$ cat config.mk
export PLATFORM = sky130hd
export DESIGN_NAME = psec_spi_regbank
export DESIGN_NICKNAME = d
export VERILOG_FILES = /design/src/rtl/psec_spi_regbank.sv
export SDC_FILE = /design/constraint.sdc
export NUM_CORES = 1
export LEC_CHECK = 0
export ABC_AREA = 1
export CORE_UTILIZATION = 51
export DETAILED_ROUTE_END_ITERATION = 16
export PLACE_DENSITY = 0.86
export REMOVE_ABC_BUFFERS = 1
export SLEW_MARGIN = 20
export SYNTH_ARGS = -nofsm -noshare
export SYNTH_HDL_FRONTEND = slang
export SYNTH_SLANG_ARGS = --single-unit
$ cat constraint.sdc
create_clock -name spi_clk -period 3.2 [get_ports spi_clk]
set_clock_uncertainty 0.2 [all_clocks]
set_input_delay 0.32 -clock spi_clk [delete_from_list [all_inputs] [get_ports spi_clk]]
set_output_delay 0.32 -clock spi_clk [all_outputs]
set_load 0.01 [all_outputs]
$ cat src/rtl/psec_spi_regbank.sv
// SPI slave for the PSEC configuration bank: decodes {rw, addr} command frames into a register
// file with burst auto-increment, reg0 instruction pulses, clock-enable control and framing status.
module psec_spi_regbank #(
  parameter int                         ADDR_W   = 7,
  parameter int                         DATA_W   = 8,
  parameter int                         NUM_REGS = 16,
  parameter logic [NUM_REGS*DATA_W-1:0] RST_VAL  = '0,
  parameter bit                         AUTO_INC = 1'b1
) (
  input  logic                         spi_clk,
  input  logic                         rst,
  input  logic                         cs,
  input  logic                         pico,
  input  logic                         trigger_in,
  output logic                         poci_spi,
  output logic [ADDR_W-1:0]            addr,
  output logic [NUM_REGS*DATA_W-1:0]   reg_q,
  output logic [NUM_REGS-1:0]          wr_strobe,
  output logic                         inst_rst,
  output logic                         inst_readout,
  output logic                         inst_start,
  output logic                         clk_enable,
  output logic                         frame_err
);

  localparam int CMD_W = 1 + ADDR_W;
  localparam int MAX_W = (CMD_W > DATA_W) ? CMD_W : DATA_W;
  localparam int SR_W  = MAX_W - 1;
  localparam int CNT_W = $clog2(MAX_W);
  localparam int IDX_W = (NUM_REGS > 1) ? $clog2(NUM_REGS) : 1;

  typedef enum logic [1:0] {IDLE, CMD, WDATA, RDATA} state_t;

  state_t              state;
  logic [CNT_W-1:0]    bit_cnt;
  logic [SR_W-1:0]     in_sr;
  logic [DATA_W-1:0]   rd_sr;
  logic [DATA_W-1:0]   regs [NUM_REGS];

  logic [CMD_W-1:0]    cmd_word;
  logic [DATA_W-1:0]   wr_word;
  logic [ADDR_W-1:0]   addr_cmd;
  logic [ADDR_W-1:0]   addr_inc;
  logic [ADDR_W-1:0]   ld_addr;
  logic [DATA_W-1:0]   ld_word;
  logic                cmd_last;
  logic                data_last;
  logic                rd_load;

  function automatic logic in_range(input logic [ADDR_W-1:0] a);
    return int'(a) < NUM_REGS;
  endfunction

  function automatic logic [ADDR_W-1:0] next_addr(input logic [ADDR_W-1:0] a);
    if (!AUTO_INC) return a;
    if (int'(a) == NUM_REGS - 1) return '0;
    return a + 1'b1;
  endfunction

  // The word being completed is the shift history plus the bit on pico this edge.
  assign cmd_word  = {in_sr[CMD_W-2:0], pico};
  assign wr_word   = {in_sr[DATA_W-2:0], pico};
  assign addr_cmd  = cmd_word[ADDR_W-1:0];
  assign addr_inc  = next_addr(addr);
  assign cmd_last  = (bit_cnt == CNT_W'(CMD_W - 1));
  assign data_last = (bit_cnt == CNT_W'(DATA_W - 1));
  assign ld_addr   = (state == CMD) ? addr_cmd : addr_inc;
  assign rd_load   = ((state == CMD) && cmd_last && !cmd_word[CMD_W-1]) ||
                     ((state == RDATA) && data_last);
  assign poci_spi  = (state == RDATA) & rd_sr[DATA_W-1];

  // reg0 reads back as status, MSB aligned; unimplemented addresses read as zero.
  always_comb begin
    ld_word = '0;
    if (ld_addr == '0) begin
      ld_word[DATA_W-1] = clk_enable;
      ld_word[DATA_W-2] = frame_err;
    end else if (in_range(ld_addr)) begin
      ld_word = regs[ld_addr[IDX_W-1:0]];
    end
  end

  for (genvar g = 0; g < NUM_REGS; g++) begin : g_flat
    assign reg_q[g*DATA_W +: DATA_W] = regs[g];
  end

  always_ff @(posedge spi_clk) begin
    in_sr <= {in_sr[SR_W-2:0], pico};
    if (rd_load) begin
      rd_sr <= ld_word;
    end else if (state == RDATA) begin
      rd_sr <= {rd_sr[DATA_W-2:0], 1'b0};
    end

    if (rst) begin
      state        <= IDLE;
      bit_cnt      <= '0;
      addr         <= '0;
      wr_strobe    <= '0;
      inst_rst     <= 1'b0;
      inst_readout <= 1'b0;
      inst_start   <= 1'b0;
      clk_enable   <= 1'b0;
      frame_err    <= 1'b0;
      for (int i = 0; i < NUM_REGS; i++) regs[i] <= RST_VAL[i*DATA_W +: DATA_W];
    end else begin
      wr_strobe    <= '0;
      inst_rst     <= 1'b0;
      inst_readout <= 1'b0;
      inst_start   <= 1'b0;

      // A stop request beats a start issued in the same cycle.
      if (trigger_in || inst_rst) clk_enable <= 1'b0;
      else if (inst_start)        clk_enable <= 1'b1;

      if (cs) begin
        if (state != IDLE && bit_cnt != '0) frame_err <= 1'b1;
        state   <= IDLE;
        bit_cnt <= '0;
      end else begin
        case (state)
          IDLE: begin
            state   <= CMD;
            bit_cnt <= '0;
          end
          CMD: begin
            if (cmd_last) begin
              bit_cnt <= '0;
              addr    <= addr_cmd;
              state   <= cmd_word[CMD_W-1] ? WDATA : RDATA;
              if (!cmd_word[CMD_W-1] && addr_cmd == '0) frame_err <= 1'b0;
            end else begin
              bit_cnt <= bit_cnt + 1'b1;
            end
          end
          WDATA: begin
            if (data_last) begin
              bit_cnt <= '0;
              addr    <= addr_inc;
              if (in_range(addr)) begin
                wr_strobe <= {{(NUM_REGS-1){1'b0}}, 1'b1} << addr;
                if (addr == '0) begin
                  inst_rst     <= (wr_word == DATA_W'(1));
                  inst_readout <= (wr_word == DATA_W'(2));
                  inst_start   <= (wr_word == DATA_W'(3));
                end else begin
                  regs[addr[IDX_W-1:0]] <= wr_word;
                end
              end
            end else begin
              bit_cnt <= bit_cnt + 1'b1;
            end
          end
          RDATA: begin
            if (data_last) begin
              bit_cnt <= '0;
              addr    <= addr_inc;
              if (addr_inc == '0) frame_err <= 1'b0;
            end else begin
              bit_cnt <= bit_cnt + 1'b1;
            end
          end
          default: state <= IDLE;
        endcase
      end
    end
  end

endmodule

==> results.yml, run 1 <==
outcome:
  status: "finished, final reports clean"
grt:
  met3_usage_pct: 6.754
  grtUsageMet1_pct: 40.14
  globalRouteTotalUtil_pct: 30.10
  grt_busiest_layer: "met2"
  groute.layer.met2.usage_pct: 48.20
  grt-ovfl-total: 0
  grt_pass1_wl_um: 35560
  antenna_found_initial: 0
  grt_max_degree: 65
  grt_pass1_vias: 6469
timing:
  maxSlewHeadroom_pct: 44.02
  worst_pin_slew_ns: 0.8388
  slew_viol_final: 0
  post-route-period-util_pct: 93.80
  period_minus_slack_ns: 3.002
  max_freq_mhz: 333.2
  rsz0062_at_grt: "no"
  hold_viol: 0
  fin_setup_tns_ns: 0
  finalSetupViolCount: 0
yosys:
  ys_seq_area_share_pct: 62.27
  ys.flop_type: "edfxtp_1"
  syn_avg_cell_area_um2: 9.383
  synth_area_um2: 7844
  synth_edf_count: 136
  synthCells: 836
  synth_seq_cells: 176
  ys_warn_count: 0
  synthDistinctLibCells: 36
  synthArstFlopShare_pct: 0
min_path:
  whs_path_depth: 0
  hold_path_startpoint: "in_sr[3]"
  worstHoldEndpoint: "in_sr[4]"
  min_path_type: "register to register"
setup_path:
  max_stage_delay_ns: 0.46
  regToRegEndpoint: "rd_sr[0]"
  arrival_ns: 3.00
  r2r_setup_slack_ns: 0.20
  cp.required_ns: 3.19
  critPathCaptureType: "register"
  crit_fanout: 64
  crit_top_cell: "o211ai_1"
  cpLargestDelayFamily: "simple AND/OR/NAND/NOR gates"
  cp-start-kind: "register"
  critPathKind: "register to register"
  crit_path_top_delay_cell: "dfxtp_1"
  worst_r2r_path_depth: 10
  path_buf_inv: 1
  path_cells: "ha_1 > inv_1 > nor2_2 > nand2_2 > nand3_2 > nand2_4 > o211ai_1 > o211ai_1 > nand3b_1 > a21oi_1"
  rr_startpoint: "addr[1]"
power:
  powerDensity_nw_per_um2: 496.2
  p_total_uw: 5120
  leakage_uw: 0.004068
  irDropWorstVdd_mv: 0.4316
route:
  drtAntennaViolNets: 0
  drt_wl_total_um: 23590
  vias: 7023
  firstDrtPassIters: 6
  drc: 0
  wire_per_inst_um: 19.46
  vias_per_cell: 5.795
  drtIter0Drc: 1034
clocking:
  cts_buffers: 17
  cts_tree: "yes"
  clkSinkCount: 176
  clk_latency_ns: 0.43
  cts.repair_timing.setup_buffer_count: 0
  clk_transition_reported_paths_ns: 0.07
  clk_path_buf_depth: 2
  cts_resized: 0
  htree_levels: 4
  cts-root-buf: "clkbuf_16"
  cts-hold-fix-buffers: 0
placement:
  hpwl_um: 16310
  port_buffers: 161
  dpl.cell_count: 1180
  gp_congestion: 0.9057
  placed_area_um2: 9762
floorplanning:
  coreArea_um2: 14750
  dieWidth_um: 126.0
  chipHeight_um: 126.0
  num_rows: 44
  start_util_pct: 53.16
  dieArea_um2: 15880
  num_io_pins: 162
final_layout:
  area_growth_pct: 31.55
  fin_util_pct: 69.94
  num-nets-final: 1027
  finalInstanceArea_um2: 10320
  num_antenna_cells: 0
  stdcell_count: 1212
  drive_gt1_share_pct: 7.393
flow_run:
  drv_cap: 0
[per-stage QoR]
| step | setup slack (ns) | hold WS (ns) |
|---|---|---|
| after global routing | 0.06207 | 0.1833 |
| after floorplan | 0.3069 | 0.1477 |
| after CTS | 0.2625 | 0.1805 |
| after global placement | 0.3083 | 0.1537 |
| final | 0.1984 | 0.1764 |
| after detailed placement | 0.2870 | 0.1700 |
[logic make-up after synthesis]
logic type | share of synthesized area, %
simple gates | 28.19
flops | 62.27
buf+inv | 4.897
compound gates | 3.143
fa+ha+maj | 1.117
xor+xnor | 0.3350
other cells | 0.04781
[cell usage after synthesis (5+ instances only)]
| library cell | number | area, um^2 |
|---|---|---|
| o21ai_0 | 11 | 55.05 |
| edfxtp_1 | 136 | 4084 |
| dfxtp_1 | 40 | 800.8 |
| a21oi_1 | 12 | 60.06 |
| ha_1 | 7 | 87.58 |
| inv_2 | 8 | 30.03 |
| nor2_1 | 167 | 626.9 |
| buf_2 | 13 | 65.06 |
| inv_1 | 45 | 168.9 |
| buf_4 | 5 | 37.54 |
| nor3_1 | 5 | 25.02 |
| nand3_1 | 127 | 635.6 |
| nand4_1 | 10 | 62.56 |
| clkbuf_1 | 15 | 56.30 |
| nor2_2 | 5 | 31.28 |
| nand2_1 | 193 | 724.4 |
[power breakdown]
group | internal [uW] | switching (uW) | total, uW
registers | 2550 | 73.2 | 2620
logic | 214 | 289 | 503
clock network | 1140 | 854 | 1990
total | 3900 | 1220 | 5120
[worst max path at each step]
stage | from | end | slack (ns) | cells after the start
floorplan | addr[0] | rd_sr[6] | 0.31 | 13
global placement | addr[1] | rd_sr[0] | 0.31 | 10
detailed placement | addr[1] | rd_sr[0] | 0.29 | 10
CTS | addr[1] | rd_sr[0] | 0.26 | 10
global route | addr[0] | rd_sr[0] | 0.06 | 10
finish | addr[1] | rd_sr[0] | 0.20 | 10
[cell type report]
class | instances | area [um^2]
tap | 184 | 230.2
multi-input combinational | 576 | 2601
clock buffer | 21 | 440.4
inverter | 57 | 214.0
fill | 1049 | 4436
timing repair buffer | 187 | 1832
clock inverter | 11 | 116.4
sequential | 176 | 4885
[worst register-to-register path, stage by stage, from the launching register on]
cell and delay [ns]:
dfxtp_1 0.46, ha_1 0.30, inv_1 0.11, nor2_2 0.23
nand2_2 0.11, nand3_2 0.11, nand2_4 0.38, o211ai_1 0.46
o211ai_1 0.21, nand3b_1 0.13, a21oi_1 0.06
[registers in the layout, indices dropped and copies added, names as in the netlist]
name          flops
frame_err         1
rd_sr             8
wr_strobe        16
inst_readout      1
in_sr             7
inst_rst          1
state             2
addr              7
clk_enable        1
regs            128
inst_start        1
bit_cnt           3
[per-layer routing]
metal | routed length, um | vias up
met1 | 8831 | 3298
li1 | - | 3154
met2 | 11210 | 512
met5 | 0 | -
met4 | 590 | 0
met3 | 2959 | 59
[cell usage in the layout, fill, tap and decap left out, drive strengths merged, types with 16 or more instances in the layout]
cell / instances
buf: 26
clkbuf: 21
clkdlybuf4s50: 161
dfxtp: 40
edfxtp: 136
inv: 53
nand2: 198
nand3: 128
nor2: 173
o21ai: 16
Note: power is estimated with default switching activity, not from simulation.
==> inputs of run 2 (changes only) <==
--- a/config.mk
+++ b/config.mk
@@ -8,7 +8,7 @@
 export ABC_AREA = 1
 export CORE_UTILIZATION = 51
 export DETAILED_ROUTE_END_ITERATION = 16
-export PLACE_DENSITY = 0.86
+export PLACE_DENSITY = 0.8
 export REMOVE_ABC_BUFFERS = 1
 export SLEW_MARGIN = 20
 export SYNTH_ARGS = -nofsm -noshare
==> run 2 against run 1 <==
Cell count grew 0.50%. First-iteration DRC count shrank 19%. Combinational power is essentially flat. Worst setup slack gained 0.048 ns. Utilization grew 1.1 points. Critical endpoint is now rd_sr[6]. Highest routed layer unchanged.
==> results.yml, run 2 (synthesized netlist as in run 1, its figures left out) <==
outcome:
  status: "finished, final reports clean"
placement:
  hpwl_um: 16290
  dpl.cell_count: 1186
  port_buffers: 161
  placed_area_um2: 9794
  gp_congestion: 0.9589
floorplanning:
  coreArea_um2: 14750
  start_util_pct: 53.16
  num_rows: 44
  dieWidth_um: 126.0
  num_io_pins: 162
  chipHeight_um: 126.0
  dieArea_um2: 15880
grt:
  globalRouteTotalUtil_pct: 30.06
  grt_pass1_vias: 6402
  grt-ovfl-total: 0
  grt_pass1_wl_um: 35360
  grt_max_degree: 40
  antenna_found_initial: 0
final_layout:
  finalInstanceArea_um2: 10490
  largest_reg_flops: 128
  drive_gt1_share_pct: 8.607
  num-nets-final: 1033
  area_growth_pct: 33.69
  top_register: "regs"
  nFillCells: 1083
  regArea_um2: 4885
  layout_common_cells: "nand2_1, nor2_1, clkdlybuf4s50_1"
  final_common_cell: "nand2_1"
  fin_util_pct: 71.07
  top_regs: "regs (128), wr_strobe (16), rd_sr (8)"
  multi_input_area_um2: 2618
  stdcell_count: 1218
  num_antenna_cells: 0
power:
  leakage_uw: 0.004169
  p_comb_share_pct: 9.2
  switching_share_pct: 23.20
  seqPwrFrac_pct: 48.3
  p_sw_uw: 1258
  p_clk_share_pct: 42.4
  irDropWorstVdd_mv: 0.4509
  powerDensity_nw_per_um2: 517.1
  intPower_uw: 4164
setup_path:
  critPathKind: "register to register"
  cp.required_ns: 3.18
  arrival_ns: 2.94
  cp-start-kind: "register"
  critPathCaptureType: "register"
  crit_fanout: 22
route:
  vias: 7072
  drtAntennaViolNets: 0
  drtIter0Drc: 837
  vias_per_cell: 5.806
  drt_wl_total_um: 23540
  firstDrtPassIters: 6
  drc: 0
  wire_per_inst_um: 19.33
clocking:
  cts-root-buf: "clkbuf_16"
  cts_buffers: 17
  cts.repair_timing.setup_buffer_count: 0
  clk_latency_ns: 0.43
  htree_levels: 4
  clk_path_buf_depth: 2
  cts_tree: "yes"
  clkSinkCount: 176
  clk_transition_reported_paths_ns: 0.06
timing:
  period_minus_slack_ns: 2.954
  post-route-period-util_pct: 92.30
  fin_setup_tns_ns: 0
  worst_pin_slew_ns: 0.8190
  maxSlewHeadroom_pct: 45.34
  slew_viol_final: 0
  hold_viol: 0
  finalSetupViolCount: 0
  max_freq_mhz: 338.6
  rsz0062_at_grt: "no"
flow_run:
  drv_cap: 0
min_path:
  min_path_type: "register to register"
==> run 2: cell types whose count changed in the layout (fill, tap and decap cells not counted), sizes merged <==
| cell | before | now |
|---|---|---|
| buf | 26 | 32 |
| clkinv | 10 | 6 |
| clkinvlp | 3 | 0 |
| clkbuf | 21 | 22 |
| inv | 53 | 59 |
==> run 2: path summary, 6_finish.rpt <==
check	from	to	slack (ns)	depth (start not counted)
max	state[1]	rd_sr[6]	0.25	12
min	in_sr[4]	in_sr[5]	0.17	0
max reg2reg	state[1]	rd_sr[6]	0.25	12
min reg2reg	in_sr[4]	in_sr[5]	0.17	0
==> run 2: cell type report <==
class	count	area share, %
clock buffer	22	5.250
clock inverter	10	1.193
tap	184	2.195
sequential	176	46.58
inverter	57	2.040
timing repair buffer	193	17.78
multi-input combinational	576	24.96
==> run 2: per-stage QoR <==
stage	worst slack [ns]	total power, uW	hold slack [ns]
floorplan	0.3069	2860	0.1477
global placement	0.1988	3151	0.1561
detailed placement	0.1486	3158	0.1662
CTS	0.08895	5417	0.1739
global route	0.01654	5555	0.1870
finish	0.2464	5422	0.1735
==> run 2: critical path, stage by stage (launching register included) <==
cell,delay (ns)
dfxtp_1,0.44
inv_2,0.24
nand2_8,0.12
o21ai_2,0.53
inv_2,0.38
nor2_1,0.33
nand3_1,0.13
nand2_1,0.08
nor2_1,0.04
nand2_1,0.05
nand2_1,0.06
nand2_1,0.06
a21oi_1,0.06
==> run 2: what timing repair did <==
| item | CTS | global route |
|---|---|---|
| hold buffers | 0 | 0 |
| gates resized for setup | 0 | 2 |
| endpoints found under the setup margin | 0 | 7 |
==> run 2: power groups by stage <==
stage / sequential, uW / clock [uW] / combinational [uW]
after floorplan: 2690 / 0 / 171
after global placement: 2670 / 0 / 484
after detailed placement: 2670 / 0 / 491
after CTS: 2620 / 2300 / 495
after global routing: 2630 / 2400 / 531
final: 2620 / 2300 / 501
==> run 2: layer usage <==
| layer | GRT usage (%) | up-vias | part of all wire (%) |
|---|---|---|---|
| met2 | 46.54 | 535 | 46 |
| met4 | 11.91 | 0 | 3.0 |
| met5 | 0 | - | 0 |
| met3 | 5.862 | 57 | 12 |
| met1 | 41.95 | 3316 | 39 |
| li1 | - | 3164 | - |
==> inputs of run 3 (changes only) <==
--- a/config.mk
+++ b/config.mk
@@ -6,6 +6,7 @@
 export NUM_CORES = 1
 export LEC_CHECK = 0
 export ABC_AREA = 1
+export ABC_CLOCK_PERIOD_IN_PS = 3200
 export CORE_UTILIZATION = 51
 export DETAILED_ROUTE_END_ITERATION = 16
 export PLACE_DENSITY = 0.8
==> results of run 3 <==
No change in the layout: final DEF, timing and power equal those of run 2.
==> RTL change: new RTL, settings of run 1 <==
Set the parameter `DATA_W` to 32 (it was 8).
--- a/src/rtl/psec_spi_regbank.sv
+++ b/src/rtl/psec_spi_regbank.sv
@@ -2,7 +2,7 @@
 // file with burst auto-increment, reg0 instruction pulses, clock-enable control and framing status.
 module psec_spi_regbank #(
   parameter int                         ADDR_W   = 7,
-  parameter int                         DATA_W   = 8,
+  parameter int                         DATA_W   = 32,
   parameter int                         NUM_REGS = 16,
   parameter logic [NUM_REGS*DATA_W-1:0] RST_VAL  = '0,
   parameter bit                         AUTO_INC = 1'b1
Ports: changed (resized reg_q); port bits go from 162 to 546. The function was not compared with the original's and may differ.
==> RTL change against run 1 <==
Total power increased to 3.8 times the old value; sequential cell count up 434; sequential power rose to 3.6 times the old value; synthesized cell count grew to 3.1 times the old value; critical path depth is 1 higher; via count increased to 3.5 times the old value; cell area increased to 3.4 times the old value; wire length rose to 4.6 times the old value; count of clock-buffer cells in the layout grew 68; area after synthesis rose to 3.4 times the old value; setup slack got worse by 0.12 ns.
==> RTL change: results (changes against run 1) <==
[global_route]
grtUsageMet1 = 0.515  ; +0.114
met2_usage = 0.607  ; +0.126
grt_usage = 0.399  ; +0.0982

[final_layout]
top_regs = regs x512, rd_sr x32, in_sr x31
ff_latch_area_um2 = 17700  ; +260%
nFillCells = 3492  ; +230%
multi_input_area_um2 = 7730  ; +200%
multi_input_gates = 1771  ; +210%

[synth]
synth_seq_area_share = 0.671  ; +0.0485
synth.area.top_cells = edfxtp_1 (62%), nand3_1 (9.4%), nand2_1 (8.8%), nor2_1 (7.5%), dfxtp_1 (5.0%)
synth_commonest_cells = nand2_1 (618), edfxtp_1 (544), nor2_1 (529), nand3_1 (495), buf_2 (95)
yosysUniqueCellTypes = 37  ; +2.8%

[route]
routed_via_density = 6.26  ; +8.1%
first_pass_iters = 10  ; +4
drt_iter0_markers = 4729  ; +360%
met1_length_um = 36000  ; +310%
wl_met2_um = 48200  ; +330%

[power]
power.leakage_uw = 0.0135  ; +230%
ir_drop_v = 0.000448  ; +3.8%

[worst_setup_path]
critPathTopFamily = buffers and inverters
reg2reg_slack_ns = 0.08  ; -0.12 ns
cp-endpoint = rd_sr[16]$_DFFE_PP_
crit_slowest_cell = buf_4

[placement]
io_buffers = 545  ; +240%
dp_hpwl_um = 67500  ; +310%

[hold_path]
hold_start = trigger_in
worstHoldPathType = primary input to flip-flop

[run_status]
status = complete, no violations

## RTL change: cell types whose count changed after synthesis, moves of 3 or more
cell / change
buf_2: +82
a21oi_1: +3
inv_1: +27
nand3_1: +368
nor3_1: +3
dfxtp_1: +26
buf_1: +7
nor2_1: +362
edfxtp_1: +408
clkbuf_1: +68
nor2_4: +3
nand2_1: +425
nor4_1: +3
## RTL change: per-stage QoR
| step | TNS [ns] | cells | power, uW | worst slack [ns] |
|---|---|---|---|---|
| floorplan | -207.14 | 2465 | 10500 | -1.56 |
| CTS | 0 | 3886 | 19100 | 0.170 |
| global route | 0 | 3886 | 19700 | 0.0117 |
| finish | 0 | 3886 | 19300 | 0.0759 |
| global placement | 0 | 3770 | 11900 | 0.331 |
| detailed placement | 0 | 3770 | 12000 | 0.265 |
## RTL change: power breakdown
group	leakage (uW)	total, uW	internal, uW	switching [uW]
Clock	0.000986	7330	4170	3160
Combinational	0.00681	2570	1010	1560
Sequential	0.00570	9380	9030	346
Total	0.0135	19300	14200	5070
